## src/rtl/mac4x4_accum_pkg.sv

```systemverilog
// rtl/mac4x4_accum_pkg.sv - shared encodings and widths for the 4x4 multiply-accumulate stage
package mac4x4_accum_pkg;

  localparam int OPND_W = 4;
  localparam int PROD_W = 8;

  typedef enum logic {
    ACCUM = 1'b0,
    HOLD  = 1'b1
  } state_t;

endpackage

```

## src/rtl/mac4x4_accum_if.sv

```systemverilog
// rtl/mac4x4_accum_if.sv - operand and result handshake bundle for mac4x4_accum
interface mac4x4_accum_if #(
  parameter int ACC_W = 12
);
  import mac4x4_accum_pkg::*;

  logic              in_valid;
  logic              in_ready;
  logic [OPND_W-1:0] a;
  logic [OPND_W-1:0] b;
  logic              out_valid;
  logic              out_ready;
  logic [ACC_W-1:0]  out_sum;

  modport master (
    output in_valid, a, b, out_ready,
    input  in_ready, out_valid, out_sum
  );

  modport slave (
    input  in_valid, a, b, out_ready,
    output in_ready, out_valid, out_sum
  );

endinterface

```

## src/rtl/mac4x4_accum_mult.sv

```systemverilog
// rtl/mac4x4_accum_mult.sv - combinational 4x4 unsigned array multiplier
module mac4x4_accum_mult
  import mac4x4_accum_pkg::*;
(
  input  logic [OPND_W-1:0] a,
  input  logic [OPND_W-1:0] b,
  output logic [PROD_W-1:0] p
);

  logic [PROD_W-1:0] row [OPND_W];
  logic [PROD_W-1:0] sum;

  // One shifted partial-product row per multiplier bit, summed down the array
  always_comb begin
    sum = '0;
    for (int i = 0; i < OPND_W; i++) begin
      row[i] = b[i] ? (PROD_W'(a) << i) : '0;
      sum    = sum + row[i];
    end
  end

  assign p = sum;

endmodule

```

## src/rtl/mac4x4_accum.sv

```systemverilog
// rtl/mac4x4_accum.sv - registered 4x4 multiply-accumulate over N_TERMS operand pairs
module mac4x4_accum
  import mac4x4_accum_pkg::*;
#(
  parameter int N_TERMS = 4,
  parameter int ACC_W   = 12
) (
  input  logic           clk,
  input  logic           rst_n,
  input  logic           clr,
  mac4x4_accum_if.slave  bus
);

  localparam int               CNT_W  = $clog2(N_TERMS + 1);
  localparam logic [CNT_W-1:0] N_LAST = CNT_W'(N_TERMS);

  state_t            state_q;
  state_t            state_d;
  logic [CNT_W-1:0]  acc_cnt;
  logic [CNT_W-1:0]  sum_cnt;
  logic [ACC_W-1:0]  acc;
  logic [PROD_W-1:0] p_q;
  logic [PROD_W-1:0] prod;
  logic              p_v;
  logic              accept;
  logic              deliver;

  mac4x4_accum_mult u_mult (
    .a (bus.a),
    .b (bus.b),
    .p (prod)
  );

  assign bus.in_ready  = (state_q == ACCUM) && (acc_cnt < N_LAST);
  assign bus.out_valid = (state_q == HOLD);
  assign bus.out_sum   = acc;

  assign accept  = bus.in_valid && bus.in_ready;
  assign deliver = (state_q == HOLD) && bus.out_ready;

  always_comb begin
    state_d = state_q;
    if (clr) begin
      state_d = ACCUM;
    end else if (state_q == ACCUM) begin
      if (sum_cnt == N_LAST) state_d = HOLD;
    end else begin
      if (bus.out_ready) state_d = ACCUM;
    end
  end

  always_ff @(posedge clk or negedge rst_n) begin
    if (!rst_n) state_q <= ACCUM;
    else        state_q <= state_d;
  end

  // clr and a delivered result both restart the batch from a clean slate
  always_ff @(posedge clk or negedge rst_n) begin
    if (!rst_n) begin
      acc     <= '0;
      acc_cnt <= '0;
      sum_cnt <= '0;
      p_q     <= '0;
      p_v     <= 1'b0;
    end else if (clr || deliver) begin
      acc     <= '0;
      acc_cnt <= '0;
      sum_cnt <= '0;
      p_q     <= '0;
      p_v     <= 1'b0;
    end else begin
      p_v <= accept;
      if (accept) begin
        p_q     <= prod;
        acc_cnt <= acc_cnt + 1'b1;
      end
      if (p_v) begin
        acc     <= acc + ACC_W'(p_q);
        sum_cnt <= sum_cnt + 1'b1;
      end
    end
  end

endmodule
```

## src/flat_wrapper.sv

```systemverilog
// flat-port wrapper written by rule: the top's interface ports become plain ports
module mac4x4_accum_flat import mac4x4_accum_pkg::*;
#(
  parameter int N_TERMS = 4,
  parameter int ACC_W   = 12
)
  (clk, rst_n, clr, bus_in_valid, bus_a, bus_b, bus_out_ready, bus_in_ready, bus_out_valid, bus_out_sum);
  mac4x4_accum_if #(.ACC_W(ACC_W)) bus_i ();
  input  logic clk;
  input  logic rst_n;
  input  logic clr;
  input wire logic [$bits(bus_i.in_valid)-1:0] bus_in_valid;
  input wire logic [$bits(bus_i.a)-1:0] bus_a;
  input wire logic [$bits(bus_i.b)-1:0] bus_b;
  input wire logic [$bits(bus_i.out_ready)-1:0] bus_out_ready;
  output wire logic [$bits(bus_i.in_ready)-1:0] bus_in_ready;
  output wire logic [$bits(bus_i.out_valid)-1:0] bus_out_valid;
  output wire logic [$bits(bus_i.out_sum)-1:0] bus_out_sum;
  assign bus_i.in_valid = bus_in_valid;
  assign bus_i.a = bus_a;
  assign bus_i.b = bus_b;
  assign bus_i.out_ready = bus_out_ready;
  assign bus_in_ready = bus_i.in_ready;
  assign bus_out_valid = bus_i.out_valid;
  assign bus_out_sum = bus_i.out_sum;
  mac4x4_accum #(.N_TERMS(N_TERMS), .ACC_W(ACC_W)) u_core (.clk(clk), .rst_n(rst_n), .clr(clr), .bus(bus_i));
endmodule
```

## config.mk

```make
export PLATFORM = sky130hd
export DESIGN_NAME = mac4x4_accum_flat
export DESIGN_NICKNAME = d
export VERILOG_FILES = /design/src/rtl/mac4x4_accum_pkg.sv /design/src/rtl/mac4x4_accum_if.sv /design/src/rtl/mac4x4_accum_mult.sv /design/src/rtl/mac4x4_accum.sv /design/src/flat_wrapper.sv
export SDC_FILE = /design/constraint.sdc
export NUM_CORES = 1
export LEC_CHECK = 0
export CORE_UTILIZATION = 55
export CTS_CLUSTER_SIZE = 10
export DETAILED_ROUTE_END_ITERATION = 12
export HOLD_SLACK_MARGIN = 0.06
export PLACE_DENSITY = 0.85
export SLEW_MARGIN = 40
export SYNTH_ARGS = -nofsm -noshare
export SYNTH_HDL_FRONTEND = slang
export SYNTH_HIERARCHICAL = 1
export SYNTH_SLANG_ARGS = --single-unit
```

## constraint.sdc

```tcl
create_clock -name clk -period 2.4 [get_ports clk]
set_clock_uncertainty 0.1 [all_clocks]
set_input_delay 0.24 -clock clk [delete_from_list [all_inputs] [get_ports clk]]
set_output_delay 0.24 -clock clk [all_outputs]
set_load 0.01 [all_outputs]
```

==> Yosys cells after proc, flatten, opt, wreduce, memory -nomap -nowiden <==
Cells that the tools add are included.
{ "word_totals": {"ff_bits": 28} }
{ "op_classes": {"n_addsub": 6, "n_lt_le_gt_ge": 1, "n_eq_ne": 1, "n_mux": 17, "bitwise": 1, "reduce_logical": 6} }
{ "ops": {"columns": ["op", "count"], "rows": [
  ["$mux 12", 2],
  ["$mux 8", 2],
  ["$add 12x8->12", 1],
  ["$mux 3", 4],
  ["$add 6x8->8", 1],
  ["$add 8x7->8", 1],
  ["$mux 7", 1],
  ["$add 3x1->3 const B", 2],
  ["$add 4x5->6", 1],
  ["$mux 6", 1],
  ["$mux 1", 5],
  ["$mux 5", 1],
  ["$mux 4", 1],
  ["$reduce_bool 2->1", 2],
  ["$eq 3x3->1 const B", 1],
  ["$logic_and 1x1->1", 3],
  ["$lt 3x3->1 const B", 1],
  ["$logic_or 1x1->1", 1],
  ["$not 1->1", 1]
]} }

==> Logic depth before layout (Yosys ltp) <==
{ "depth": {"ltp_word": 6, "mapped_depth": 12, "mapped_depth_nobuf": 12} }

==> Hierarchy <==
Netlist, hierarchy kept.
{ "by_module_without_submodules": {"columns": ["mod", "n_inst", "cells_per_inst", "area_each_um2", "seq_area_each_um2"], "rows": [
  ["mac4x4_accum", 1, 164, 1649.1, 700.7],
  ["mac4x4_accum_mult", 1, 42, 385.4, 0.0]
]} }

==> Worst setup path after synthesis <==
No wires, ideal clock.
{ "synth_path": {"kind": "in2reg", "start": "in bus_a[0]", "end": "reg u_core.p_q[7]", "setup_time_ns": 0.078, "arrival_time_ns": 2.706, "slack_ns": -0.483, "cell_stages": 12, "path_buffers": 0, "cell_sequence": "and2_1 > fa_1 > inv_1 > fa_1 > inv_1 > ha_1 > fa_1 > a21o_1 > a21oi_2 > xnor2_1 > nand2_1 > a21oi_1"} }
{ "synth_between": {"elab_chain_cells": 6, "elab_cells_between_ends": 9, "cone_classes": "add/sub (3); mux (6)"} }
{ "synth_rtl": {"columns": ["element", "line_no", "text"], "rows": [
  ["start, declared", "flat_wrapper.sv:13", "input wire logic [$bits(bus_i.a)-1:0] bus_a;"],
  ["$mux 4 or $mux 5 (tied branches)", "mac4x4_accum_mult.sv:17", "row[i] = b[i] ? (PROD_W'(a) << i) : '0;"],
  ["$add 4x5->6", "mac4x4_accum_mult.sv:18", "sum = sum + row[i];"],
  ["$add 6x8->8", "mac4x4_accum_mult.sv:18", null],
  ["$add 8x7->8 (*)", "mac4x4_accum_mult.sv:18", null],
  ["net u_core.prod[7]", "mac4x4_accum.sv:23", "logic [PROD_W-1:0] prod;"],
  ["$mux 8 (*)", "mac4x4_accum.sv:73", "if (accept) begin"],
  ["$mux 8 (*)", "mac4x4_accum.sv:65", "end else if (clr || deliver) begin"],
  ["end signal, assigned", "mac4x4_accum.sv:74", "p_q <= prod;"],
  ["end, declared", "mac4x4_accum.sv:22", "logic [PROD_W-1:0] p_q;"]
]} }
Mark *: on every way through the listed nets, which the timed path passes. The rest lies on a longest branch. The select of a mux whose other input is x is not followed.
A chain may end at the register's enable or synchronous reset.

==> Worst setup path after layout <==
{ "layout_path": {"start": "in bus_b[3]", "end": "reg u_core.p_q[7]"} }
{ "layout_between": {"elab_chain_cells": 4} }
{ "layout_rtl": {"columns": ["element", "line_no", "text"], "rows": [
  ["start, declared", "flat_wrapper.sv:14", "input wire logic [$bits(bus_i.b)-1:0] bus_b;"],
  ["$mux 7", "mac4x4_accum_mult.sv:17", null],
  ["$add 8x7->8", "mac4x4_accum_mult.sv:18", null],
  ["net u_core.prod[7]", "mac4x4_accum.sv:23", null],
  ["$mux 8", "mac4x4_accum.sv:73", null],
  ["$mux 8", "mac4x4_accum.sv:65", null]
]} }
The timed path passes the listed nets, and every way through them passes these cells. The select of a mux whose other input is x is not followed.

==> run_summary.xml <==
<?xml version="1.0" encoding="UTF-8"?>
<metrics>
  <group name="synth">
    <metric name="synth.top_cell.area_share" unit="%">34.44</metric>
    <metric name="synth.top_cells.by_count" unit="">sky130_fd_sc_hd__dfrtp_1, sky130_fd_sc_hd__nand2_1, sky130_fd_sc_hd__ha_1</metric>
    <metric name="largest_area_contributor_in_the_synthesized_netlist" unit="">sky130_fd_sc_hd__dfrtp_1</metric>
    <metric name="synth.area.top_cells" unit="">sky130_fd_sc_hd__dfrtp_1, sky130_fd_sc_hd__ha_1, sky130_fd_sc_hd__fa_1</metric>
    <metric name="synth_sequential_area_ratio" unit="%">34.44</metric>
    <metric name="synth_fp_nets" unit="">246</metric>
    <metric name="synthesis.yosys.warnings" unit="">6</metric>
    <metric name="ys_dominant_reg_cell" unit="">sky130_fd_sc_hd__dfrtp_1</metric>
    <metric name="yosysUniqueCellTypes" unit="">41</metric>
    <metric name="number_of_flops_mapped_to_enable_cells_by_yosys" unit="">0</metric>
    <metric name="syn_avg_cell_area" unit="um2">9.876</metric>
    <metric name="postSynth.asyncResetShare" unit="%">100.0</metric>
    <metric name="count_of_state_elements_after_synthesis" unit="">28</metric>
    <metric name="synth_area" unit="mm2">0.002034</metric>
    <metric name="synthesis.instances" unit="">206</metric>
  </group>
  <group name="global_route">
    <metric name="grt_start_max_net_pins" unit="">29</metric>
    <metric name="global_route.overflow_total" unit="">0</metric>
    <metric name="initial_antenna_violation_count" unit="">0</metric>
    <metric name="first_global_vias" unit="">1611</metric>
    <metric name="grt_first_pass_wirelength" unit="um">7113</metric>
    <metric name="grt.total_usage" unit="%">22.84</metric>
  </group>
  <group name="die">
    <metric name="num_io_pins" unit="">27</metric>
    <metric name="die_height" unit="um">62.82</metric>
    <metric name="die_area" unit="mm2">0.003946</metric>
    <metric name="std_cell_rows" unit="">21</metric>
    <metric name="floorplan.die.width" unit="um">62.82</metric>
    <metric name="core-area" unit="mm2">0.003442</metric>
    <metric name="starting_density_of_the_core" unit="%">59.11</metric>
  </group>
  <group name="pwr">
    <metric name="power.density_cell_area" unit="mW/mm2">462.9</metric>
    <metric name="p_total" unit="uW">1165</metric>
    <metric name="power.static_leakage" unit="uW">0.001193</metric>
    <metric name="ir_drop" unit="V">0.0002976</metric>
  </group>
  <group name="min_path">
    <metric name="class_of_the_tightest_hold_or_removal_check" unit="">input pin to async pin</metric>
  </group>
  <group name="place">
    <metric name="place.detailed.instances" unit="">283</metric>
    <metric name="port_buffers" unit="">26</metric>
    <metric name="routabilityCongestion" unit="">0.8824</metric>
    <metric name="dp.final_hpwl" unit="um">2968</metric>
  </group>
  <group name="cts">
    <metric name="clk_pin_slew_worst_paths" unit="ps">90</metric>
    <metric name="cts_htree_levels" unit="">1</metric>
    <metric name="clock_insertion_delay_worst_skew" unit="ps">270</metric>
    <metric name="clk_path_buf_depth" unit="">2</metric>
    <metric name="cts-buffers-inserted" unit="">3</metric>
    <metric name="root_buffer" unit="">sky130_fd_sc_hd__clkbuf_8</metric>
    <metric name="clkSinkCount" unit="">28</metric>
    <metric name="tritoncts" unit="">built</metric>
    <metric name="holdBufCountCts" unit="">0</metric>
  </group>
  <group name="detailed_routing">
    <metric name="detail_route.drc_violations" unit="">0</metric>
    <metric name="totalWireLength" unit="um">3954</metric>
    <metric name="dr_iter_0_viols" unit="">98</metric>
    <metric name="drtAntennaViolNets" unit="">0</metric>
    <metric name="detailedRoute.firstPassIterationCount" unit="">4</metric>
    <metric name="via_count" unit="">1633</metric>
    <metric name="routed_via_count_divided_by_cell_count" unit="">5.631</metric>
    <metric name="detail_route.wl_per_cell" unit="um">13.63</metric>
  </group>
  <group name="timing">
    <metric name="final_critical_path_setup_slack" unit="ps">-299.1</metric>
    <metric name="finalSetupViolCount" unit="">3</metric>
    <metric name="period_share" unit="%">112.5</metric>
    <metric name="tightestPinTransition" unit="ps">471.8</metric>
    <metric name="rsz0062_at_grt" unit="">true</metric>
    <metric name="timing.setup.tns" unit="ps">-729.7</metric>
    <metric name="fmaxAchievable" unit="MHz">370.5</metric>
    <metric name="final.min_clock_period" unit="ps">2699</metric>
    <metric name="max-slew-margin-rel" unit="%">68.55</metric>
    <metric name="slew_viol_final" unit="">0</metric>
    <metric name="report.final.hold_viol_count" unit="">0</metric>
  </group>
  <group name="worst_setup_path">
    <metric name="arrival" unit="ps">2810</metric>
    <metric name="path_class" unit="">input pin to flip-flop</metric>
    <metric name="crit_required" unit="ps">2510</metric>
    <metric name="timing.critical_path.to_type" unit="">flip-flop</metric>
    <metric name="crit_path_start_kind" unit="">input pin</metric>
    <metric name="worst-path-max-fanout" unit="">2</metric>
    <metric name="r2r_cells" unit="">6</metric>
  </group>
  <group name="cells_and_area">
    <metric name="final_layout_size_suffix_gt1_share" unit="%">20.90</metric>
    <metric name="seq_area" unit="um2">700.7</metric>
    <metric name="layout.filler_cells" unit="">271</metric>
    <metric name="final_cell_count_no_fill" unit="">290</metric>
    <metric name="diodes" unit="">0</metric>
    <metric name="nets" unit="">285</metric>
    <metric name="multi_input_area" unit="mm2">0.001301</metric>
    <metric name="area.growth.synth_to_final" unit="%">23.68</metric>
  </group>
  <group name="status">
    <metric name="status" unit="">complete, but fails checks</metric>
    <metric name="failing_checks" unit="">negative setup slack</metric>
  </group>
  <group name="flow_run">
    <metric name="drv_cap" unit="">0</metric>
  </group>
</metrics>
## cells by family (layout without fill, tap and decap cells)
group | Yosys count | after routing | share of synthesized area [%]
buf+inv | 13 | 51 | 3.628
compound gates | 50 | 50 | 18.64
simple gates | 77 | 77 | 19.56
fa+ha+maj | 27 | 27 | 18.82
mux | 3 | 3 | 1.476
xor+xnor | 8 | 8 | 3.444
flops | 28 | 28 | 34.44
## final cells by class
class	count	area share [%]
multi-input cells	165	51.72
flip-flops and latches	28	27.85
repair buffers	41	14.42
well taps	46	2.287
clock buffers	3	1.641
clock inverters	1	1.193
inverters	6	0.8951
## power breakdown
part	switching (uW)	internal [uW]	total, uW
Combinational	148	137	285
Clock	143	223	367
Sequential	18.1	495	513
## state kept, by name, summed over array words and instances (netlist names)
signal	flops
u_core/bus.out_sum	12
u_core/p_q	8
u_core/acc_cnt	3
u_core/sum_cnt	3
u_core/bus.out_valid	1
u_core/p_v	1
## worst max-delay path, cell delays in order
cell and delay [ps]:
sky130_fd_sc_hd__buf_6 90, sky130_fd_sc_hd__and2_4 150, sky130_fd_sc_hd__fa_1 560, sky130_fd_sc_hd__inv_2 50, sky130_fd_sc_hd__fa_1 510, sky130_fd_sc_hd__inv_1 50, sky130_fd_sc_hd__ha_2 170, sky130_fd_sc_hd__fa_2 350
sky130_fd_sc_hd__a21o_1 180, sky130_fd_sc_hd__a21oi_2 140, sky130_fd_sc_hd__xnor2_1 130, sky130_fd_sc_hd__nand2_1 80, sky130_fd_sc_hd__a21oi_2 120
## worst paths after layout
path	slack (ps)	startpoint	to
max	-300	bus_b[3]	u_core/p_q[7]$_DFFE_PN0P_
min	240	rst_n	u_core/bus.out_sum[11]$_DFFE_PN0P_
max reg2reg	240	u_core/bus.out_sum[0]$_DFFE_PN0P_	u_core/bus.out_sum[10]$_DFFE_PN0P_
min reg2reg	420	u_core/acc_cnt[2]$_DFFE_PN0P_	u_core/acc_cnt[2]$_DFFE_PN0P_
max in group asynchronous	1700	rst_n	u_core/sum_cnt[0]$_DFFE_PN0P_
min in group clk	340	bus_a[0]	u_core/p_q[0]$_DFFE_PN0P_
## placed cells by master, fill, tap and decap left out, drive strengths merged, types with 5 or more instances in the layout
cell type	instances
o21ai	8
xnor2	5
inv	6
a21oi	21
nand3	7
a21o	7
and2	15
nor2	11
fa	6
buf	21
clkdlybuf4s50	18
dfrtp	28
ha	21
nand2	28
nand3b	5
## metrics by stage
step | utilization (%) | area, um2 | hold slack, ps | worst slack (ps)
after CTS | 72.48 | 2495 | 250.8 | -280.3
after global routing | 73.10 | 2516 | 251.7 | -387.9
after floorplan | - | 2042 | -155.6 | -356.8
after detailed placement | 69.68 | 2399 | 397.4 | -989.6
final | 73.10 | 2516 | 242.1 | -299.1
after global placement | 69.68 | 2399 | 380.0 | -861.6
## what timing repair did
action | in CTS | in global routing
setup buffers | 2 | 2
cloned | 0 | 0
gates resized for setup | 36 | 4
endpoints found under the setup margin | 4 | 4
pin swaps | 15 | 2
## routing by layer
layer | vias to the layer above | wire length (um) | global-route usage [%]
li1 | 801 | - | -
met5 | - | 0 | 0
met2 | 32 | 2086 | 42.26
met4 | 0 | 42 | 6.395
met3 | 4 | 97 | 4.015
met1 | 796 | 1727 | 26.73
Power figures use the tool's default switching activity.
